`config.mk`:
```
export PLATFORM = sky130hd
export DESIGN_NAME = wash_phase_timer_flat
export DESIGN_NICKNAME = d
export VERILOG_FILES = /design/src/rtl/wash_phase_timer_if.sv /design/src/rtl/wash_phase_timer.sv /design/src/flat_wrapper.sv
export SDC_FILE = /design/constraint.sdc
export NUM_CORES = 1
export LEC_CHECK = 0
export BUFFER_PORTS_ARGS = -buffer_cell sky130_fd_sc_hd__buf_2
export CAP_MARGIN = 20
export CORE_MARGIN = 1.5
export CORE_UTILIZATION = 55
export DETAILED_ROUTE_END_ITERATION = 12
export PLACE_DENSITY = 0.81
export SLEW_MARGIN = 0
export SYNTH_ARGS = -nofsm -noshare
export SYNTH_HDL_FRONTEND = slang
export SYNTH_SLANG_ARGS = --single-unit
```
`constraint.sdc`:
```
create_clock -name clk -period 3.98 [get_ports clk]
set_input_delay 0.398 -clock clk [delete_from_list [all_inputs] [get_ports clk]]
set_output_delay 0.398 -clock clk [all_outputs]
set_load 0.05 [all_outputs]
```
`src/rtl/wash_phase_timer_if.sv`:
```
// Signal bundle between the washing-machine controller and its phase timer.
// The controller (master) publishes its state code and the pause request;
// the timer (slave) returns the per-phase busy flags, the remaining time and
// the end-of-phase pulse.
`timescale 1ns/1ps

interface wash_phase_timer_if #(
    parameter int CNT_W = 8
);
    logic [2:0]       state;
    logic             pause;
    logic             rinsing_busy;
    logic             draining_busy;
    logic             dehydrating_busy;
    logic             warning_busy;
    logic [CNT_W-1:0] remaining;
    logic             phase_done;

    modport master (
        output state,
        output pause,
        input  rinsing_busy,
        input  draining_busy,
        input  dehydrating_busy,
        input  warning_busy,
        input  remaining,
        input  phase_done
    );

    modport slave (
        input  state,
        input  pause,
        output rinsing_busy,
        output draining_busy,
        output dehydrating_busy,
        output warning_busy,
        output remaining,
        output phase_done
    );
endinterface

```
`src/rtl/wash_phase_timer.sv`:
```
// Phase duration scheduler for the washing-machine controller.
// Watches the controller state code, loads a per-phase countdown whenever a
// timed phase is entered, and reports "keep running" flags, the remaining
// time for the display and a one-cycle end-of-phase pulse.
// Optional feature: define WASH_TIMER_PAUSE_EN to let 'pause' freeze the
// countdown; without it the pause signal is ignored.
`timescale 1ns/1ps

module wash_phase_timer #(
    parameter int TICK_DIV = 50000000,
    parameter int CNT_W    = 8,
    parameter int RINSE_T  = 20,
    parameter int DRAIN_T  = 10,
    parameter int DEHYD_T  = 15,
    parameter int WARN_T   = 5
) (
    input  logic                    clk,
    input  logic                    rst,
    wash_phase_timer_if.slave       tif
);

    // Controller state codes; 101 and 111 are illegal and treated as untimed.
    typedef enum logic [2:0] {
        ST_FREE     = 3'b000,
        ST_SUPPLY   = 3'b001,
        ST_RINSING  = 3'b011,
        ST_DRAINING = 3'b010,
        ST_DEHYD    = 3'b110,
        ST_WARNING  = 3'b100
    } state_code_e;

    localparam int PRE_W = (TICK_DIV > 1) ? $clog2(TICK_DIV) : 1;
    localparam logic [PRE_W-1:0] PRE_LAST = PRE_W'(TICK_DIV - 1);

    logic [2:0]       prev_q;
    logic [CNT_W-1:0] cnt;
    logic [PRE_W-1:0] pre;
    logic             phase_done_q;

    logic             entry;
    logic             timed;
    logic             hold;
    logic [CNT_W-1:0] dur;
    logic [CNT_W-1:0] cnt_d;
    logic [PRE_W-1:0] pre_d;
    logic             done_d;

    assign entry = (tif.state != prev_q);

`ifdef WASH_TIMER_PAUSE_EN
    assign hold = tif.pause;
`else
    assign hold = 1'b0;
`endif

    // Classify the current state and pick the duration loaded on entry.
    always_comb begin
        timed = 1'b0;
        dur   = '0;
        case (tif.state)
            ST_RINSING: begin
                timed = 1'b1;
                dur   = CNT_W'(RINSE_T);
            end
            ST_DRAINING: begin
                timed = 1'b1;
                dur   = CNT_W'(DRAIN_T);
            end
            ST_DEHYD: begin
                timed = 1'b1;
                dur   = CNT_W'(DEHYD_T);
            end
            ST_WARNING: begin
                timed = 1'b1;
                dur   = CNT_W'(WARN_T);
            end
            default: begin
                timed = 1'b0;
                dur   = '0;
            end
        endcase
    end

    // Next countdown/prescaler values: entry reloads (abandoning any countdown
    // without a pulse), untimed states park at zero, otherwise tick down.
    always_comb begin
        cnt_d  = cnt;
        pre_d  = pre;
        done_d = 1'b0;
        if (entry) begin
            cnt_d = timed ? dur : '0;
            pre_d = '0;
        end else if (!timed) begin
            cnt_d = '0;
            pre_d = '0;
        end else if ((cnt != '0) && !hold) begin
            if (pre == PRE_LAST) begin
                pre_d = '0;
                cnt_d = cnt - CNT_W'(1);
                if (cnt == CNT_W'(1)) begin
                    done_d = 1'b1;
                end
            end else begin
                pre_d = pre + PRE_W'(1);
            end
        end
    end

    // Timer registers, cleared asynchronously while rst is low.
    always_ff @(posedge clk or negedge rst) begin
        if (!rst) begin
            prev_q       <= ST_FREE;
            cnt          <= '0;
            pre          <= '0;
            phase_done_q <= 1'b0;
        end else begin
            prev_q       <= tif.state;
            cnt          <= cnt_d;
            pre          <= pre_d;
            phase_done_q <= done_d;
        end
    end

    // A phase stays busy during its entry cycle and while time is left.
    assign tif.rinsing_busy     = (tif.state == ST_RINSING)  && (entry || (cnt != '0));
    assign tif.draining_busy    = (tif.state == ST_DRAINING) && (entry || (cnt != '0));
    assign tif.dehydrating_busy = (tif.state == ST_DEHYD)    && (entry || (cnt != '0));
    assign tif.warning_busy     = (tif.state == ST_WARNING)  && (entry || (cnt != '0));
    assign tif.remaining        = cnt;
    assign tif.phase_done       = phase_done_q;

endmodule

```
`src/flat_wrapper.sv`:
```
// flat-port wrapper written by rule: the top's interface ports become plain ports
module wash_phase_timer_flat 
#(
    parameter int TICK_DIV = 50000000,
    parameter int CNT_W    = 8,
    parameter int RINSE_T  = 20,
    parameter int DRAIN_T  = 10,
    parameter int DEHYD_T  = 15,
    parameter int WARN_T   = 5
)
  (clk, rst, tif_state, tif_pause, tif_rinsing_busy, tif_draining_busy, tif_dehydrating_busy, tif_warning_busy, tif_remaining, tif_phase_done);
  wash_phase_timer_if #(.CNT_W(CNT_W)) tif_i ();
  input  logic clk;
  input  logic rst;
  input wire logic [$bits(tif_i.state)-1:0] tif_state;
  input wire logic [$bits(tif_i.pause)-1:0] tif_pause;
  output wire logic [$bits(tif_i.rinsing_busy)-1:0] tif_rinsing_busy;
  output wire logic [$bits(tif_i.draining_busy)-1:0] tif_draining_busy;
  output wire logic [$bits(tif_i.dehydrating_busy)-1:0] tif_dehydrating_busy;
  output wire logic [$bits(tif_i.warning_busy)-1:0] tif_warning_busy;
  output wire logic [$bits(tif_i.remaining)-1:0] tif_remaining;
  output wire logic [$bits(tif_i.phase_done)-1:0] tif_phase_done;
  assign tif_i.state = tif_state;
  assign tif_i.pause = tif_pause;
  assign tif_rinsing_busy = tif_i.rinsing_busy;
  assign tif_draining_busy = tif_i.draining_busy;
  assign tif_dehydrating_busy = tif_i.dehydrating_busy;
  assign tif_warning_busy = tif_i.warning_busy;
  assign tif_remaining = tif_i.remaining;
  assign tif_phase_done = tif_i.phase_done;
  wash_phase_timer #(.TICK_DIV(TICK_DIV), .CNT_W(CNT_W), .RINSE_T(RINSE_T), .DRAIN_T(DRAIN_T), .DEHYD_T(DEHYD_T), .WARN_T(WARN_T)) u_core (.clk(clk), .rst(rst), .tif(tif_i));
endmodule
```
=== Word-level counts from Yosys, hierarchy flattened ===
Index checks and enable logic that the tools add are counted.

* Output and inout bits: 13
* Word-level logic and storage cells: 39
* Input port bits: 6
* Register bits after elaboration: 38

* Add/subtract/negate cells: 2
* Reductions and logical operators: 8
* Eq/ne operators: 9
* Multiplexer cells: 16

{| class="wikitable"
|+ Operator list
! cell !! number
|-
| 26-bit two-way mux || 4
|-
| 8-bit two-way mux || 4
|-
| 26-bit by 1-bit adder with 26-bit output (second input constant) || 1
|-
| 26-bit equality test (second input constant) || 1
|-
| 5-bit case mux with 4 select lines || 1
|-
| 8-bit by 1-bit equality test with 1-bit output (second input constant) || 1
|-
| 8-bit nonzero test || 1
|-
| 8-bit by 1-bit subtractor with 8-bit output (second input constant) || 1
|-
| 3-bit by 2-bit equality test with 1-bit output (second input constant) || 2
|-
| 3-bit equality test (second input constant) || 2
|-
| 1-bit two-way mux || 6
|-
| 3-bit by 2-bit inequality test with 1-bit output (second input constant) || 2
|-
| 5-bit two-way mux || 1
|-
| 1-bit logical AND || 4
|-
| 4-bit OR reduction || 1
|-
| 3-bit inequality test || 1
|-
| 2-bit AND reduction || 1
|-
| 1-bit logical OR || 1
|}

=== Logic depth before layout (Yosys ltp) ===
* Word-level depth: 6
* Gate-level depth with buffers: 10
* Depth with buffers taken out: 7

=== Worst setup path after synthesis ===
OpenSTA, ideal clock, no wires.

* Path kind: register to output
* Start: register u_core.cnt[0] (netlist: u_core.tif.remaining[0])
* End: output tif_dehydrating_busy
* Buffers on the path: 0
* Path slack: 1.203 ns
* Stages on the path, launching flop included: 5
* Arrival: 2.379 ns
* Cell sequence: dfrtp_1 > inv_1 > ha_1 > and3_1 > nor3b_1

* Cells in the longest elaborated chain, start to end: 3

{| class="wikitable"
|+ RTL lines
! element !! RTL line !! RTL
|-
| from (decl) || wash_phase_timer.sv:36 || <nowiki>logic [CNT_W-1:0] cnt;</nowiki>
|-
| from (signal assigned) || wash_phase_timer.sv:118 || <nowiki>cnt <= cnt_d;</nowiki>
|-
| 8-bit nonzero test || wash_phase_timer.sv:127 || <nowiki>assign tif.dehydrating_busy = (tif.state == ST_DEHYD) && (entry || (cnt != '0));</nowiki>
|-
| 1-bit logical OR || wash_phase_timer.sv:127 ||
|-
| 1-bit logical AND || wash_phase_timer.sv:127 ||
|-
| to (decl) || flat_wrapper.sv:19 || <nowiki>output wire logic [$bits(tif_i.dehydrating_busy)-1:0] tif_dehydrating_busy;</nowiki>
|}

No other way between the ends.

=== Worst setup path after layout ===
* Start: register u_core.cnt[4] (netlist: u_core.tif.remaining[4])
* End: register u_core.pre[23]

* Cells in the longest elaborated chain, start to end: 2

{| class="wikitable"
|+ RTL lines
! element !! RTL line !! RTL
|-
| 8-bit nonzero test || wash_phase_timer.sv:96 || <nowiki>end else if ((cnt != '0) && !hold) begin</nowiki>
|-
| 3-bit by 2-bit inequality test with 1-bit output (no line) || n/a ||
|-
| to (signal assigned) || wash_phase_timer.sv:119 || <nowiki>pre <= pre_d;</nowiki>
|-
| to (decl) || wash_phase_timer.sv:37 || <nowiki>logic [PRE_W-1:0] pre;</nowiki>
|}

No other way between the ends.
A chain may end at the register's enable or synchronous reset.

==> summary.md <==
| Metric | Value |
|---|---|
| Status | `finished clean` |
| Port Buffers | `17` |
| Vias in the first global route | `2,140` |
| Routability cong. | `0.8599` |
| Mux contribution to synthesized area | `0.02475` |
| GRT overflow | `0` |
| CP Max Fanout | `27` |
| Final Util | `0.6296` |
| CTS tree | `done` |
| Num CTS Buffers | `5` |
| CP Capture Point | `u_core.pre[23]` |
| Max-Cap Viols | `0` |
| First-pass GRT wire length | `10.29 mm` |
| Via count | `2,280` |
| Critical path type | `reg2reg` |
| Hpwl dp | `4.067 mm` |
| Unrepaired setup endpoints after global routing | `false` |
| Final hold vios | `0` |
| Crit path arrival time | `~2.7 ns` |
| Net switching power | `240.7 uW` |
| Initial core utilization | `0.5690` |
| H-tree depth | `2` |
| Final Cycle Share | `0.6319` |
| Pwr Density | `345.0 nW/um^2` |
| Post-DRT Antenna Nets | `0` |
| Via/cell ratio | `6.746` |
| Number of iterations in the first detailed-routing pass | `4` |
| Sequential fraction of the synthesis area | `0.3838` |
| Yosys cell types | `54` |
| Syn_area_per_cell | `9.142 sq um` |
| Clock share of power | `0.434` |
| Top FF cell, synth | `dfrtp_1` |
| Largest net degree at the start of global routing | `39` |
| Comb pwr share | `0.138` |
| Simple-gate share of the synthesized area | `0.2985` |
| Ys Warns | `0` |
| Cell row count | `24` |
| Setup slack, reg-to-reg | `1.47 ns` |
| #FFs+latches synth | `38` |
| Post-synth top area cell | `dfrtp_1` |
| Highest clock rate | `397.6 MHz` |
| Antenna Cells | `0` |
| Share of layout cells above drive strength 1 | `0.1538` |
| Int Pwr | `a little over 700 uW` |
| Switching share of power | `0.2545` |
| Relative slew slack | `0.4303` |
| Critical Path RT | `4.16 ns` |
| DRC | `0` |
| Setup TNS | `0 ns` |
| Drt first-iter violations | `281` |
| Finish-stage setup viols | `0` |
| Most area-consuming cells after synthesis | `dfrtp_1 (38%), a22o_1 (3.5%), nand2_1 (3.3%), nand4_1 (3.0%), or4_1 (3.0%)` |
| Post_cts resized | `0` |
| Total Nets Final | `296` |
| Compound-gate portion of the synthesized area | `0.2157` |
| Clock-pin slew on the worst setup and hold paths | `around 0.080 ns` |
| EDFF count, synth | `0` |
| Worst-Skew Late Latency | `0.30 ns` |
| Die area | `4916 sq um` |
| FFs w/ async S/R, synth | `1.000` |
| Initial antenna violation count | `0` |
| Syn Std Cell Area | `2477 sq um` |
| Max incr delay on CP | `0.59 ns` |
| Gr usage total | `0.2613` |
| Final wirelength | `6.011 mm` |
| Placed insts | `between 300 and 400` |
| Commonest non-fill, non-tap cell in the layout | `dfrtp_1` |
| Die X | `70.12 microns` |
| Tmin final | `2.515 ns` |
| Final clock skew | `0.008524 ns` |
| Fillers | `between 300 and 400` |
| Post-CTS Setup Inserts | `0` |
| Slew Viols, Final | `0` |
| CP max stage cell | `or4_4` |
| Largest family of logic cells by synthesized area | `simple AND/OR/NAND/NOR gates` |
| Worst-case reg-to-reg path depth | `6` |
| Area share of the largest cell type after synthesis | `0.3838` |
| Area Growth Syn to Fin | `10.66%` |
| Worst vdd ir | `0.0002453 V` |
| Xor-xnor portion of the synthesized cell area | `0.01414` |
| CP startpoint kind | `register` |
| Clock Sinks | `38` |
| FF-to-FF End | `u_core.pre[23]` |
| Commonest non-fill, non-tap cells in the layout | `dfrtp_1 (38), nand2_1 (22), nor2_1 (19), buf_2 (17), nand3_1 (14)` |
| DIE HEIGHT | `70.12 microns` |
| Syn Inst Count | `271` |
| Tot Pwr | `945.9 uW` |
| Critical-path cell list | `or4_4, a2111oi_2, and2_1, buf_4, or4_1, mux2i_1` |
| Endpoint class of the critical path | `register` |
| Per-cell routed wire length | `~18 microns` |
| Hold Path Class | `in2async` |
| Slew @ Worst Pin | `0.8468 ns` |
| Root Buffer | `clkbuf_8` |
| Syn_nets | `282` |
| Reg power frac | `0.428` |
| I/O pins | `19` |
| # hold bufs at CTS | `0` |
| Critical Path Source | `u_core.tif.remaining[4]` |
| LEAKAGE | `around 0.0011 uW` |
| Core Region | `approximately 4400 sq um` |
| Clock Tree Buf Depth | `2` |
| Final Non-Filler Cells | `around 340` |
| R2r startpoint | `u_core.tif.remaining[4]` |
| Post-Synth Adder-Cell Area | `0.02525` |
==> metal layers <==
layer  GRT usage  wire length, microns
met5           0                     0
met4      0.1090                    87
met3     0.03319                   335
met2      0.3979                  2899
met1      0.3770                  2688
==> sequential cells by signal (all words and copies together) (netlist names) <==
name	flops
u_core.pre	26
u_core.prev_q	3
u_core.tif.phase_done	1
u_core.tif.remaining	8
==> worst max-delay path, delay by kind of cell (launching register included) <==
kind / cells / cell delay, ns
buf+inv: 1 / 0.34
compound gates: 1 / 0.43
mux: 1 / 0.07
flops: 1 / 0.45
simple gates: 3 / 1.10
==> power groups by stage <==
stage	Combinational, uW	Clock, uW	Sequential, uW
3_5_place_dp	130	0	412
2_1_floorplan	76.3	0	430
6_report	130	410	405
3_3_place_gp	126	0	412
4_1_cts	131	416	405
5_1_grt	142	430	407
==> cells by family after synthesis <==
group	count (synthesis)
buffers and inverters	21
and+or+nand+nor	128
muxes	6
DFF	38
adders and majority gates	5
AOI/OAI and AO/OA	69
xor gates and xnor gates	4
==> area by class of cell <==
cell class	instances	area, sq um	share of cell area
well taps	52	65.06	0.02373
inverters	7	26.28	0.009585
repair buffers	21	115.1	0.04199
clock buffers	6	82.58	0.03012
clock inverters	2	60.06	0.02191
flip-flops and latches	38	950.9	0.3469
multi-input cells	212	1441	0.5258
==> cell usage after synthesis, drive strengths merged (3+ instances only) <==
master / count
a21boi: 3
dfrtp: 38
a31oi: 9
o21ai: 6
inv: 7
nor3b: 4
a32oi: 3
xnor2: 4
buf: 8
a22o: 10
or3: 7
nor4: 5
a31o: 8
a21oi: 7
nand2: 22
o31ai: 10
nor2: 19
nand2b: 4
or4: 12
nor3: 11
nand4: 13
and3: 6
ha: 5
mux2i: 5
nand3: 14
clkbuf: 6
==> worst min path at each step <==
stage,from,end,slack [ns],depth (start not counted)
detailed placement,u_core.pre[25],u_core.pre[25],0.47,1
finish,rst,u_core.pre[23],0.20,1
CTS,rst,u_core.pre[23],0.24,1
global route,tif_state[2],u_core.prev_q[2],0.29,1
global placement,u_core.pre[25],u_core.pre[25],0.46,1
floorplan,rst,u_core.pre[0],0.10,0
==> stage by stage <==
stage / hold slack, ns / cell area, sq um / setup slack, ns
6_report: 0.2042 / 2741 / 1.465
5_1_grt: 0.2909 / 2741 / 1.366
4_1_cts: 0.2395 / 2741 / 1.467
3_5_place_dp: 0.4681 / 2599 / 1.490
3_3_place_gp: 0.4640 / 2599 / 1.570
2_1_floorplan: 0.1024 / 2477 / 1.203
Power figures use the tool's default switching activity.
